### src/rtl/mux8_rr_arbiter.sv
// 8-input round-robin arbiter driving a mux select, with ack-terminated grants and a grant timeout.
// Latency: request to grant one cycle, all outputs registered. Backpressure: a grant is held until ack or TIMEOUT cycles elapse.
module mux8_rr_arbiter #(
    parameter int unsigned TIMEOUT = 16
) (
    input  logic       clk,
    input  logic       reset,
    input  logic [7:0] req,
    input  logic       ack,
    output logic [7:0] gnt,
    output logic [2:0] sel,
    output logic       busy,
    output logic       timeout_err
);

    typedef enum logic {
        IDLE  = 1'b0,
        GRANT = 1'b1
    } state_t;

    state_t     state_q, state_d;
    logic [2:0] ptr_q, ptr_d;
    logic [7:0] cnt_q, cnt_d;
    logic [7:0] gnt_q, gnt_d;
    logic [2:0] sel_q, sel_d;
    logic       busy_q, busy_d;
    logic       tout_q, tout_d;

    // Returns {found, index}: first set bit scanning p, p+1, ... p+7 mod 8.
    function automatic logic [3:0] rr_pick(input logic [7:0] r, input logic [2:0] p);
        logic       found;
        logic [2:0] win;
        logic [2:0] idx;
        found = 1'b0;
        win   = p;
        for (int k = 7; k >= 0; k--) begin
            idx = p + 3'(k);
            if (r[idx]) begin
                found = 1'b1;
                win   = idx;
            end
        end
        return {found, win};
    endfunction

    logic [2:0] ptr_after;
    logic [3:0] pick_idle;
    logic [3:0] pick_ack;
    logic       cnt_expired;

    assign ptr_after   = sel_q + 3'd1;
    assign pick_idle   = rr_pick(req, ptr_q);
    assign pick_ack    = rr_pick(req, ptr_after);
    assign cnt_expired = (cnt_q == 8'(TIMEOUT - 1));

    always_comb begin
        state_d = state_q;
        ptr_d   = ptr_q;
        cnt_d   = cnt_q;
        gnt_d   = gnt_q;
        sel_d   = sel_q;
        busy_d  = busy_q;
        tout_d  = 1'b0;

        unique case (state_q)
            IDLE: begin
                if (pick_idle[3]) begin
                    state_d = GRANT;
                    gnt_d   = 8'b1 << pick_idle[2:0];
                    sel_d   = pick_idle[2:0];
                    busy_d  = 1'b1;
                    cnt_d   = 8'd0;
                end else begin
                    gnt_d  = 8'd0;
                    busy_d = 1'b0;
                end
            end
            GRANT: begin
                // Ack beats the timeout when both land on the same edge.
                if (ack) begin
                    ptr_d = ptr_after;
                    cnt_d = 8'd0;
                    if (pick_ack[3]) begin
                        gnt_d = 8'b1 << pick_ack[2:0];
                        sel_d = pick_ack[2:0];
                    end else begin
                        state_d = IDLE;
                        gnt_d   = 8'd0;
                        busy_d  = 1'b0;
                    end
                end else if (cnt_expired) begin
                    state_d = IDLE;
                    ptr_d   = ptr_after;
                    gnt_d   = 8'd0;
                    busy_d  = 1'b0;
                    tout_d  = 1'b1;
                end else begin
                    cnt_d = cnt_q + 8'd1;
                end
            end
            default: begin
                state_d = IDLE;
                gnt_d   = 8'd0;
                busy_d  = 1'b0;
            end
        endcase
    end

    always_ff @(posedge clk) begin
        if (reset) begin
            state_q <= IDLE;
            ptr_q   <= 3'd0;
            cnt_q   <= 8'd0;
            gnt_q   <= 8'd0;
            sel_q   <= 3'd0;
            busy_q  <= 1'b0;
            tout_q  <= 1'b0;
        end else begin
            state_q <= state_d;
            ptr_q   <= ptr_d;
            cnt_q   <= cnt_d;
            gnt_q   <= gnt_d;
            sel_q   <= sel_d;
            busy_q  <= busy_d;
            tout_q  <= tout_d;
        end
    end

    assign gnt         = gnt_q;
    assign sel         = sel_q;
    assign busy        = busy_q;
    assign timeout_err = tout_q;

endmodule

### config.mk
export PLATFORM = sky130hd
export DESIGN_NAME = mux8_rr_arbiter
export DESIGN_NICKNAME = d
export VERILOG_FILES = /design/src/rtl/mux8_rr_arbiter.sv
export SDC_FILE = /design/constraint.sdc
export NUM_CORES = 1
export LEC_CHECK = 0
export ABC_AREA = 1
export CORE_ASPECT_RATIO = 1.75
export CORE_MARGIN = 3
export CORE_UTILIZATION = 26
export DETAILED_ROUTE_END_ITERATION = 8
export GPL_ROUTABILITY_DRIVEN = 0
export SLEW_MARGIN = 20
export SYNTH_ARGS = -nofsm -noshare
export SYNTH_HDL_FRONTEND = slang
export SYNTH_SLANG_ARGS = --single-unit
export TNS_END_PERCENT = 20
### constraint.sdc
create_clock -name clk -period 2.67 [get_ports clk]
set_input_delay 0.534 -clock clk [delete_from_list [all_inputs] [get_ports clk]]
set_output_delay 0.534 -clock clk [all_outputs]
set_load 0.05 [all_outputs]
[Word-level counts from Yosys, hierarchy flattened]
Cells that the tools add are included.
Widths: inputs -> output; s select.
Storage, ports and cells
  logic and storage cells: 144
  flip-flop bits (word level): 25
  input port bits: 11
  output and inout port bits: 13
Cells by class
  bitwise gates (word level): 1
  $lt $le $gt $ge: 16
  reductions and logical operators: 6
  shift operators: 2
  eq/ne operators: 7
  $add $sub $neg: 16
  mux-type cells: 89
Operator list (count)
  $lt 3x4->1 const B: 16
  $mux 3: 21
  $mux 8: 7
  $bmux 1 s3: 16
  $mux 1: 40
  $pmux 8 s2: 2
  $add 3x3->3 const B: 8
  $shl 1x3->8 const A: 2
  $add 3x2->3 const B: 4
  $add 3x1->3 const B: 3
  $add 8x1->8 const B: 1
  $eq 8x4->1 const B: 1
  $ne 3x3->1 const B: 2
  $pmux 3 s2: 1
  $reduce_and 2->1: 3
  $ne 2x2->1 const B: 2
  $pmux 1 s2: 2
  $ne 3x2->1 const B: 1
  $reduce_and 3->1: 1
  $reduce_or 3->1: 1
  $ne 2x1->1 const B: 1
  $reduce_bool 2->1: 1
  $not 1->1: 1

[Depth between registers and ports, before layout]
Gate-level depths: netlist (run 1).
  word-level depth: 16
  depth in mapped cells: 26
  mapped depth without buffers: 24

[Worst setup path after synthesis (run 1)]
Ideal clock, no wire load.
  kind: reg2reg
  from: register sel_q[0] (netlist: sel[0])
  to: register gnt_q[4] (netlist: gnt[4])
  library setup time: 0.056 ns
  arrival time: 2.727 ns
  buffers on the path: 3
  period minus slack after synthesis: 2.783 ns
  setup slack: -0.113 ns
  data required time: 2.614 ns
  stages on the path, launching flop included: 27
  cell sequence: dfxtp_1 buf_6 inv_6 buf_8 ha_1 inv_2 buf_4 nand3_1 nand2_1 nand2_2 nand2_2 inv_2 nand2_1 nand2_1 nand2_1 nand2_1 nand2_1 nand2_2 nand2_1 nand2_2 nand2_4 inv_4 nor2_4 nand2_1 nand3_1 nand2_1 inv_1
Between the ends
  longest elaborated chain between the ends: 16
  elaborated cells on any way between the ends: 44
  classes of those cells: add/sub (8); shift (1); mux (35)
Ends and longest elaborated chain
  from (decl): RTL line 25  | logic [2:0] sel_q, sel_d;
  from (signal assigned): RTL line 123  | sel_q <= sel_d;
  $add 3x1->3 *: RTL line 51  | assign ptr_after = sel_q + 3'd1;
  named net ptr_after[0]: RTL line 46  | logic [2:0] ptr_after;
  $add 3x3->3: RTL line 37  | idx = p + 3'(k);
  $bmux 1 s3: RTL line 38  | if (r[idx]) begin
  $mux 1 (implied by the code): RTL line 38
  $mux 3 (8 in series): RTL line 38
  $shl 1x3->8: RTL line 84  | gnt_d = 8'b1 << pick_ack[2:0];
  $mux 8 *: RTL line 83  | if (pick_ack[3]) begin
  $mux 8 *: RTL line 80  | if (ack) begin
  $pmux 8 s2 *: RTL line 65  | unique case (state_q)
  to (signal assigned): RTL line 122  | gnt_q <= gnt_d;
  to (decl): RTL line 24  | logic [7:0] gnt_q, gnt_d;
The timed path passes the listed nets; every way through them passes the cells marked *. The select of a mux whose other input is x is not followed.
A chain may end at the register's enable or synchronous reset.

[Worst setup path in the final report (run 1)]
  from: input port req[6]
  to: register gnt_q[6] (netlist: gnt[6])
Between the ends
  longest elaborated chain between the ends: 14
  elaborated cells on any way between the ends: 70
  classes of those cells: shift (2); mux (68)
Ends and longest elaborated chain
  from (decl): RTL line 8  | input logic [7:0] req,
  $bmux 1 s3: RTL line 38
  $mux 1 (implied by the code): RTL line 38
  $mux 3 (8 in series): RTL line 38
  $shl 1x3->8: RTL line 84
  $mux 8: RTL line 83
  $mux 8: RTL line 80
  $pmux 8 s2 *: RTL line 65
Every way passes the cells marked *; elsewhere a longest branch is shown, timed or not. The select of a mux whose other input is x is not followed.

==> results of run 1 <==
## power by group
part | switching [W] | internal (W)
logic | 0.00141 | 0.000723
registers | 0.0000509 | 0.000419
clock network | 0.000131 | 0.000204
total | 0.00160 | 0.00135
## timing repair
item / in CTS / in global routing
setup endpoints to repair: 0 / 17
endpoints found under the hold margin: 0 / 0
setup buffers: 0 / 0
gates resized for setup: 0 / 15
## synth_stat cells
master / count / area [um^2]
ha_1: 5 / 62.6
buf_6: 4 / 45.0
nand2_2: 24 / 150
inv_1: 52 / 195
xor2_1: 3 / 26.3
nand3_1: 76 / 380
nor3_1: 3 / 15.0
inv_6: 1 / 8.76
nand3_2: 4 / 40.0
nor3b_1: 2 / 15.0
buf_2: 3 / 15.0
xnor2_1: 2 / 17.5
a21oi_4: 1 / 16.3
o21ai_0: 11 / 55.1
a31oi_1: 2 / 12.5
buf_4: 3 / 22.5
nor2_2: 3 / 18.8
nand3_4: 1 / 17.5
inv_2: 9 / 33.8
nand2_4: 2 / 22.5
dfxtp_1: 25 / 500
buf_8: 1 / 15.0
nand2_1: 192 / 721
inv_4: 1 / 6.26
nand4_1: 6 / 37.5
nor2_1: 18 / 67.6
xnor2_2: 1 / 16.3
a21oi_1: 18 / 90.1
o21a_1: 1 / 7.51
o211ai_1: 2 / 15.0
nand3b_1: 1 / 7.51
nor3_2: 2 / 20.0
clkinv_1: 1 / 3.75
nor2_4: 2 / 22.5
o21ai_1: 1 / 5.00
## how the worst max path moves through the flow
stage / to / slack (ps) / cells after the start
after floorplan: gnt[4] / 70 / 26
after global placement: gnt[7] / -110 / 15
after detailed placement: gnt[6] / -120 / 15
after CTS: gnt[0] / 120 / 24
after global routing: gnt[4] / 4 / 17
final: gnt[6] / 190 / 15
## layout by cell type, fill, tap and decap left out, drive strengths merged, types with 3 or more instances in the layout
cell | Yosys | layout
nor2 | 23 | 23
nor3 | 5 | 5
nand2 | 218 | 218
o21ai | 12 | 12
nand3 | 81 | 81
dlymetal6s2s | 0 | 3
dfxtp | 25 | 25
nand4 | 6 | 6
clkbuf | 0 | 4
inv | 63 | 63
xor2 | 3 | 3
xnor2 | 3 | 3
clkdlybuf4s50 | 0 | 20
a21oi | 19 | 19
buf | 11 | 18
ha | 5 | 5
## worst max-delay path: stages
cell             delay (ps)
clkdlybuf4s50_1         550
nand2_1                 100
nand3_1                 100
nand3_1                 180
nand2_1                 140
inv_1                    70
nand4_1                 110
nor2_2                   70
nor2_2                  120
inv_2                    70
a21oi_1                 310
nand2_1                 110
nand3_1                 100
nand2_1                  50
inv_1                    60
## cells by family after synthesis
family,after synthesis
adder cells (fa/ha/maj),5
XOR/XNOR,6
flip-flops,25
AND/OR/NAND/NOR,336
buffers and inverters,75
AO/OA/AOI/OAI,36
## sequential cells by signal (all words and copies together) (netlist names)
name	cells
timeout_err	1
gnt	8
ptr_q	3
state_q	1
sel	3
busy	1
cnt_q	8
## through the flow
stage               area (um^2)  power, W  worst slack, ps  hold slack (ps)
floorplan                  2710   0.00210             71.5              448
global placement           3130   0.00253             -108              466
detailed placement         3130   0.00256             -118              470
CTS                        3210   0.00291              125              480
global route               3280   0.00324             4.41              519
finish                     3280   0.00294              190              478
## per-layer routing
| metal | track usage [%] | vias to the layer above |
|---|---|---|
| met2 | 27.0 | 57 |
| met1 | 12.9 | 1407 |
| li1 | - | 1596 |
| met3 | 0.994 | 19 |
| met5 | 0 | - |
| met4 | 7.06 | 0 |
## final cells by class
class | instances | area share [%]
clock buffer | 4 | 2.41
inverter | 64 | 7.56
multi-input combinational | 383 | 58.3
sequential | 25 | 15.4
tap | 125 | 4.77
timing repair buffer | 41 | 11.6
==> impl_results.md, run 1 <==
* Status: complete, no violations
* Top sig layer: met4
* Nets at 534
* Final Critical Period at 2480 ps
* Die height at 141 um
* Seq/Total Area, Yosys at 18.5%
* Placed cells at 638
* Kind of end point of the critical path: register
* CTS tree: built
* RSZ-0062 raised after global routing: no
* End point of the worst hold path: cnt_q[7]
* Area of the multi-input gates at 1910 um^2
* Setup Skew at 3.22 ps
* Worst Hold Class: register to register
* Synth Area in Simple Gates at 56.8%
* Die W at 83.1 um
* First-pass GRT wire length at 13100 um
* Drt initial violations at 122
* Share of cells above drive strength 1 at 15.3%
* Cell row count at 48
* Core area at 10000 um^2
* Vias in the first global route at 2985
* Max Freq at 0.403 GHz
* Hold path cells at 2
* Startpoint Class: input pin
* M1 WL at 2910 um
* Post-Syn Area per Cell at 5.60 um^2
* Final Util at 32.7%
* DRT Pass-1 Iters at 4
* Port buffer count at 23
* Antenna violations before repair at 0
* Compound-Gate Fraction of Synth Area at 7.45%
* Peak VDD IR at 0.323 mV
* Mapped Area at 2710 um^2
* Wire per inst at 12.2 um
* Global route overflow at 0
* Syn Inst Count at 483
* Slew Limit Fails at 0
* CTS Buf Count at 3
* Routed wl met3 at 171 um
* Worst-Margin Slew at 500 ps
* Final std cells w/o fill at 642
* R2r endpoint: cnt_q[5]
* Hold Violations, Final at 0
* Initial core utilization at 27.0%
* Routed wl met2 at 4450 um
* Critical path class: input pin to register
* WP data required at 2880 ps
* Pleak at 1.68 nW
* Crit share post-route at 92.9%
* Vias/cell at 4.80
* I/O Pins at 24
* Fillers at 1086
* Largest family of logic cells by synthesized area: simple AND/OR/NAND/NOR gates
* Hold_sp: cnt_q[7]
* CTS Hold Buffers Added at 0
* Ys Warns at 0
* Critical Path AT at 2690 ps
* Worst-case clock buffer depth at 2
* DRC viols at 0
* R2R Setup Slk at 230 ps
* Slew margin rel. at 66.6%
* Die area at 11700 um^2
* Total track usage at 13.3%
* Final wirelength at 7810 um
* Syn_nets at 499
* Antenna fix cells at 0
* Root Buffer: clkbuf_16
* Final setup violation count at 0
* Critical path startpoint: req[6]
* Clk Latency, worst-skew pair at 260 ps
* Vias at 3079
* Yosys cell types at 35
* Pin count of the biggest net entering global routing at 21
* Hpwl dp at 6350 um
* Area delta synth->final at 21.1%
* Seq cells post-synth at 25
* Sequential cell area at 504 um^2
* Clock sink count at 25
* Post-DRT Antenna Nets at 0
* Mux cell area share after synthesis at 0%
* Worst reg2reg startpoint: ptr_q[0]
* XOR/XNOR share of the synthesized area at 2.22%
* Max-Cap Viols at 0
* Clock H-tree levels at 1
* Aggregate negative setup slack at 0 ps
* Clk pin slew, worst setup/hold paths at 60 ps
* Pwr Density at 898 nW/um^2
* Adder-Cell Fraction of Synth Area at 2.31%
* Worst Reg-to-Reg Cells at 14
* CP max FO at 4
Power figures use the tool's default switching activity.
==> run 2: changes to the inputs <==
--- a/config.mk
+++ b/config.mk
@@ -11,6 +11,7 @@
 export CORE_UTILIZATION = 26
 export DETAILED_ROUTE_END_ITERATION = 8
 export GPL_ROUTABILITY_DRIVEN = 0
+export SETUP_SLACK_MARGIN = 0.4
 export SLEW_MARGIN = 20
 export SYNTH_ARGS = -nofsm -noshare
 export SYNTH_HDL_FRONTEND = slang
==> impl_results.md, run 2 (synthesized netlist as in run 1, its figures left out) <==
* CTS tree: built
* Total track usage at 13.9% (+0.57 points)
* Status: complete, no violations
* Die W at 83.1 um (unchanged)
* Share of cells above drive strength 1 at 22.7% (+7.4 points)
* M2 GR Usage at 28.2% (+1.2 points)
* Die area at 11700 um^2 (unchanged)
* Clock H-tree levels at 1 (unchanged)
* Clock sink count at 25 (unchanged)
* Max-Cap Viols at 0 (unchanged)
* Root Buffer: clkbuf_16
* Fin area at 3430 um^2 (+4.7%)
* Peak VDD IR at 0.319 mV (-1.1%)
* DP Worst Slack at -138 ps (-19.6 ps)
* Wire per inst at 12.4 um (+2.0%)
* Antenna violations before repair at 0 (unchanged)
* Clk Latency, worst-skew pair at 260 ps (about the same)
* Antenna fix cells at 0 (unchanged)
* Core area at 10000 um^2 (unchanged)
* Worst-Margin Slew at 518 ps (+18.3 ps)
* I/O Pins at 24 (unchanged)
* Crit share post-route at 85.5% (-7.4 points)
* CTS Buf Count at 3 (unchanged)
* Nets at 541 (+1.3%)
* Aggregate negative setup slack at 0 ps (unchanged)
* Setup WS post-layout at 388 ps (+198 ps)
* Commonest non-fill, non-tap cell in the layout: nand2_1
* Placed cells at 635 (-0.47%)
* Hpwl dp at 6490 um (+2.2%)
* DRT Pass-1 Iters at 4 (unchanged)
* Area delta synth->final at 26.8%
* Global route overflow at 0 (unchanged)
* Met3 Resource Use GR at 1.11% (+0.12 points)
* Startpoint Class: register
* CP max FO at 7 (+3)
* Final Critical Period at 2280 ps (-198 ps)
* Post-DRT Antenna Nets at 0 (unchanged)
* Critical path class: register to register
* Drt initial violations at 109 (-11%)
* Final wirelength at 8060 um (+3.2%)
* GR peak layer: met2
* Die height at 141 um (unchanged)
* Worst-case clock buffer depth at 2 (unchanged)
* Max Freq at 0.438 GHz (+8.7%)
* Final std cells w/o fill at 649 (+1.1%)
* Cell row count at 48 (unchanged)
* Pin count of the biggest net entering global routing at 20 (-4.8%)
* DRC viols at 0 (unchanged)
* Port buffer count at 23 (unchanged)
* Setup Skew at 4.01 ps (+0.795 ps)
* Worst Hold Class: register to register
* Vias at 3160 (+2.6%)
* Pleak at 1.71 nW (+1.7%)
* First-pass GRT wire length at 13800 um (+5.1%)
* Met1 GRT Util at 13.3% (+0.35 points)
* Most frequent cells in the layout: nand2_1, nand3_1, inv_1, nand2_2, buf_4
* Final Util at 34.2% (+1.5 points)
* WP data required at 2820 ps (-60 ps)
* Kind of end point of the critical path: register
* Vias in the first global route at 3182 (+6.6%)
* Clk pin slew, worst setup/hold paths at 60 ps (about the same)
* Hold Violations, Final at 0 (unchanged)
* Vias/cell at 4.87 (+1.5%)
* Slew Limit Fails at 0 (unchanged)
* Initial core utilization at 27.0% (unchanged)
* Critical Path AT at 2440 ps (-250 ps)
* Placed cell area at 3140 um^2 (+0.40%)
* Slew margin rel. at 65.4% (-1.2 points)
* Pwr Density at 923 nW/um^2 (+2.8%)
* Final setup violation count at 0 (unchanged)
* RSZ-0062 raised after global routing: yes
## run 2: cell count changes in the layout (fill, tap and decap cells not counted), moves of 3 or more
cell	delta
dlygate4sd2_1	+5
clkdlybuf4s50_1	-5
nand3_2	+5
dlymetal6s2s_1	-3
nand3_1	-5
buf_4	+5
nand2_1	-11
dfxtp_1	-5
buf_6	+3
nor2_1	-3
nand2_2	+10
dfxtp_2	+5
clkbuf_2	+3
## run 2: layer usage
| metal | vias up | wire length [um] |
|---|---|---|
| met2 | 61 | 4590 |
| met5 | - | 0 |
| met4 | 0 | 392 |
| li1 | 1615 | - |
| met1 | 1447 | 2930 |
| met3 | 37 | 145 |
## run 2: worst paths after layout
check / depth (start not counted) / endpoint / slack [ps] / startpoint
hold / removal: 2 / cnt_q[7] / 480 / cnt_q[7]
setup reg to reg: 14 / busy / 390 / ptr_q[0]
hold reg to reg: 2 / cnt_q[7] / 480 / cnt_q[7]
setup / recovery: 14 / busy / 390 / ptr_q[0]
## run 2: power by group
part | total, W | switching (W) | internal [W]
Clock | 0.000329 | 0.000125 | 0.000204
Combinational | 0.00236 | 0.00151 | 0.000853
Sequential | 0.000473 | 0.0000517 | 0.000422
## run 2: stage by stage
step	total power, W	hold WS, ps
2_1_floorplan	0.00215	448
3_3_place_gp	0.00259	469
3_5_place_dp	0.00261	472
4_1_cts	0.00303	485
5_1_grt	0.00348	519
6_report	0.00317	479
## run 2: what timing repair did
| item | 4_1_cts | 5_1_grt |
|---|---|---|
| buffers inserted | 4 | 6 |
| hold endpoints to repair | 0 | 0 |
| resized for setup | 29 | 28 |
| setup endpoints to repair | 22 | 20 |
| hold buffers | 0 | 0 |
| pin swaps | 6 | 2 |
## run 2: critical path, cell delays in order, from the launching register on
cell	delay [ps]
dfxtp_2	340
inv_2	50
ha_4	270
inv_4	90
nand3_1	130
nand3_2	140
nand4_1	140
nand3b_1	230
nor2_4	170
nor2_2	60
inv_2	150
nand2_2	130
nor2_2	110
nor2_1	60
o21a_1	100
## run 2: final cells by class
class	instances	area, um^2
Fill cell	1094	6600
Tap cell	125	156
Multi-Input combinational cell	383	2020
Inverter	64	258
Sequential cell	25	510
Clock buffer	4	78.8
Timing Repair Buffer	48	408
==> run 3: changes to the inputs <==
--- a/config.mk
+++ b/config.mk
@@ -5,10 +5,10 @@
 export SDC_FILE = /design/constraint.sdc
 export NUM_CORES = 1
 export LEC_CHECK = 0
-export ABC_AREA = 1
+export ABC_AREA = 0
 export CORE_ASPECT_RATIO = 1.75
 export CORE_MARGIN = 3
-export CORE_UTILIZATION = 26
+export CORE_UTILIZATION = 28
 export DETAILED_ROUTE_END_ITERATION = 8
 export GPL_ROUTABILITY_DRIVEN = 0
 export SETUP_SLACK_MARGIN = 0.4
==> impl_results.md, run 3 <==
* Status: finished, violations left
* Failing checks: negative setup slack
* Slew margin rel. at 59.2% (-6.2 points)
* Pin count of the biggest net entering global routing at 26 (+30%)
* Setup Skew at 1.95 ps (-2.06 ps)
* Global route overflow at 0 (unchanged)
* Flop pwr share at 11.5% (-3.4 points)
* Mapped Area at 3220 um^2 (+19%)
* Die area at 12900 um^2 (+9.9%)
* Worst-Margin Slew at 611 ps (+93.0 ps)
* Syn Inst Count at 370 (-23%)
* Total power at 0.00405 W (+28%)
* Initial core utilization at 28.8% (+1.8 points)
* Port buffer count at 23 (unchanged)
* Total track usage at 15.2% (+1.3 points)
* Post-DRT Antenna Nets at 0 (unchanged)
* Number of flops mapped to enable cells by yosys at 0 (unchanged)
* Share of cells above drive strength 1 at 39.1% (+16 points)
* Commonest non-fill, non-tap cell in the layout: buf_4
* WP data required at 2840 ps (+20 ps)
* Top sig layer: met4
* Hpwl dp at 7600 um (+17%)
* M1 WL at 3740 um (+27%)
* Critical Path AT at 3320 ps (+880 ps)
* Routed wl met2 at 5040 um (+9.9%)
* Top_reg_cell synth: dfxtp_1
* Cell row count at 51 (+6.3%)
* Fin area at 4470 um^2 (+30%)
* Crit path largest cell delay at 550 ps (+210 ps)
* Vias at 3319 (+5.0%)
* Async set-reset flop share out of synthesis at 0% (unchanged)
* Worst Hold Class: register to register
* Most common cell in the netlist: nor2_1
* Vias in the first global route at 3328 (+4.6%)
* Wire per inst at 15.6 um (+26%)
* Vias/cell at 5.49 (+13%)
* Peak VDD IR at 0.450 mV (+41%)
* First-pass GRT wire length at 16100 um (+17%)
* Most frequent cells in the layout: buf_4, nor2_1, nand2_1, dfxtp_1, a21oi_1
* Seq cells post-synth at 25 (unchanged)
* Combinational Power Share at 80.4% (+5.7 points)
* Area leader, netlist: dfxtp_1
* Clock sink count at 25 (unchanged)
* Clk Latency, worst-skew pair at 260 ps (about the same)
* Pleak at 1.78 nW (+4.1%)
* Crit share post-route at 118% (+32 points)
* Routed wl met3 at 238 um (+64%)
* CP max FO at 8 (+1)
* Die W at 87.0 um (+4.7%)
* Post-Syn Area per Cell at 8.70 um^2 (+55%)
* Slew Limit Fails at 0 (unchanged)
* Syn_nets at 386 (-23%)
* Clock Power Share at 8.1% (-2.3 points)
* Clock H-tree levels at 1 (unchanged)
* Critical path class: register to register
* Setup WS post-layout at -478 ps (-866 ps)
* I/O Pins at 24 (unchanged)
* CTS Buf Count at 3 (unchanged)
* Top cells by count, synth: nor2_1, nand2_1, dfxtp_1, a21oi_1, mux4_2
* Drt initial violations at 136 (+25%)
* RSZ-0062 raised after global routing: yes
* Clk pin slew, worst setup/hold paths at 60 ps (about the same)
* Antenna violations before repair at 0 (unchanged)
* Seq/Total Area, Yosys at 15.6% (-2.9 points)
* CTS tree: built
* Synth top area cells: dfxtp_1, mux4_2, mux2_2
* Switching part of the total at 42.4% (-11 points)
* Area delta synth->final at 39.0%
* Antenna fix cells at 0 (unchanged)
* Root Buffer: clkbuf_16
* Final setup violation count at 11 (+11)
* Final Critical Period at 3150 ps (+866 ps)
* DRT Pass-1 Iters at 4 (unchanged)
* Placed cell area at 4230 um^2 (+35%)
* DRC viols at 0 (unchanged)
* Core area at 11200 um^2 (+11%)
* Kind of end point of the critical path: register
* Nets at 490 (-9.4%)
* Die height at 148 um (+4.9%)
* Ys Warns at 0 (unchanged)
* Sw power at 0.00172 W (+1.7%)
* Hold Violations, Final at 0 (unchanged)
* Hold Slack at 506 ps (+27.1 ps)
* Crit-path slowest cell: or4_4
* Final wirelength at 9450 um (+17%)
* Startpoint Class: register
* Top-area cell type share of the netlist area at 15.6% (-11 points)
* Max Freq at 0.318 GHz (-28%)
* Max-Cap Viols at 0 (unchanged)
* Internal power at 0.00233 W (+58%)
* Yosys cell types at 77 (+120%)
* Worst-case clock buffer depth at 2 (unchanged)
* Pwr Density at 906 nW/um^2 (-1.9%)
* Crit-path cells: inv_6 -> ha_4 -> buf_6 -> mux4_2 -> mux2_4 -> a31oi_2 -> a21oi_1 -> or4_4 -> o221ai_4 -> or3b_1 -> a311oi_2
## run 3: cell count changes in the layout (fill, tap and decap cells not counted), sizes merged, moves of 18 or more
cell,delta
buf,+84
inv,-49
mux2,+18
mux4,+19
nand3,-71
nand2,-190
mux2i,+19
## run 3: logic make-up after synthesis
family / share of synthesized area [%]
fa+ha+maj: 1.94
compound gates: 22.5
buf+inv: 8.67
flops: 15.6
xor+xnor: 4.43
mux: 26.2
simple gates: 20.7
## run 3: worst paths after layout
kind	startpoint	endpoint	slack (ps)	cells past startpoint
setup / recovery	sel[0]	gnt[7]	-480	11
hold / removal	gnt[6]	gnt[6]	510	2
setup reg to reg	sel[0]	gnt[7]	-480	11
hold reg to reg	gnt[6]	gnt[6]	510	2
## run 3: critical path: cells and delay by family, from the launching register on
kind / cells / cell delay [ps]
buf+inv: 2 / 160
simple gates: 2 / 930
mux: 2 / 600
flops: 1 / 380
fa+ha+maj: 1 / 350
compound gates: 4 / 620
## run 3: timing repair
item                                    CTS  global route
endpoints found under the hold margin     0             0
hold buffers                              0             0
pin swaps                                 7             4
buffers inserted                          2             1
endpoints found under the setup margin   21            21
resized for setup                        31            12
## run 3: power groups by stage
stage / Combinational (W) / Sequential [W] / Clock (W)
after floorplan: 0.00191 / 0.000585 / 0
after global placement: 0.00298 / 0.000472 / 0
after detailed placement: 0.00304 / 0.000474 / 0
after CTS: 0.00317 / 0.000468 / 0.000333
after global routing: 0.00351 / 0.000474 / 0.000347
final: 0.00326 / 0.000465 / 0.000330
## run 3: cell type report
type / count / area (um^2)
inverters: 14 / 57.6
multi-input cells: 298 / 2600
well taps: 132 / 165
fillers: 1078 / 6690
flip-flops and latches: 25 / 505
repair buffers: 132 / 1070
clock buffers: 4 / 78.8
## run 3: layer usage
layer / vias up / GRT usage (%)
met5: - / 0
met4: 0 / 7.02
met3: 28 / 0.948
met2: 76 / 27.6
met1: 1585 / 17.6
li1: 1630 / -
## run 3: stage by stage
step	worst slack (ps)	utilization (%)	cells	setup TNS (ps)
finish	-478	40.1	605	-4090
floorplan	-993	-	370	-10270
global placement	-913	37.9	598	-14950
CTS	-500	39.5	604	-4210
detailed placement	-975	37.9	598	-16030
global route	-654	40.1	605	-6880
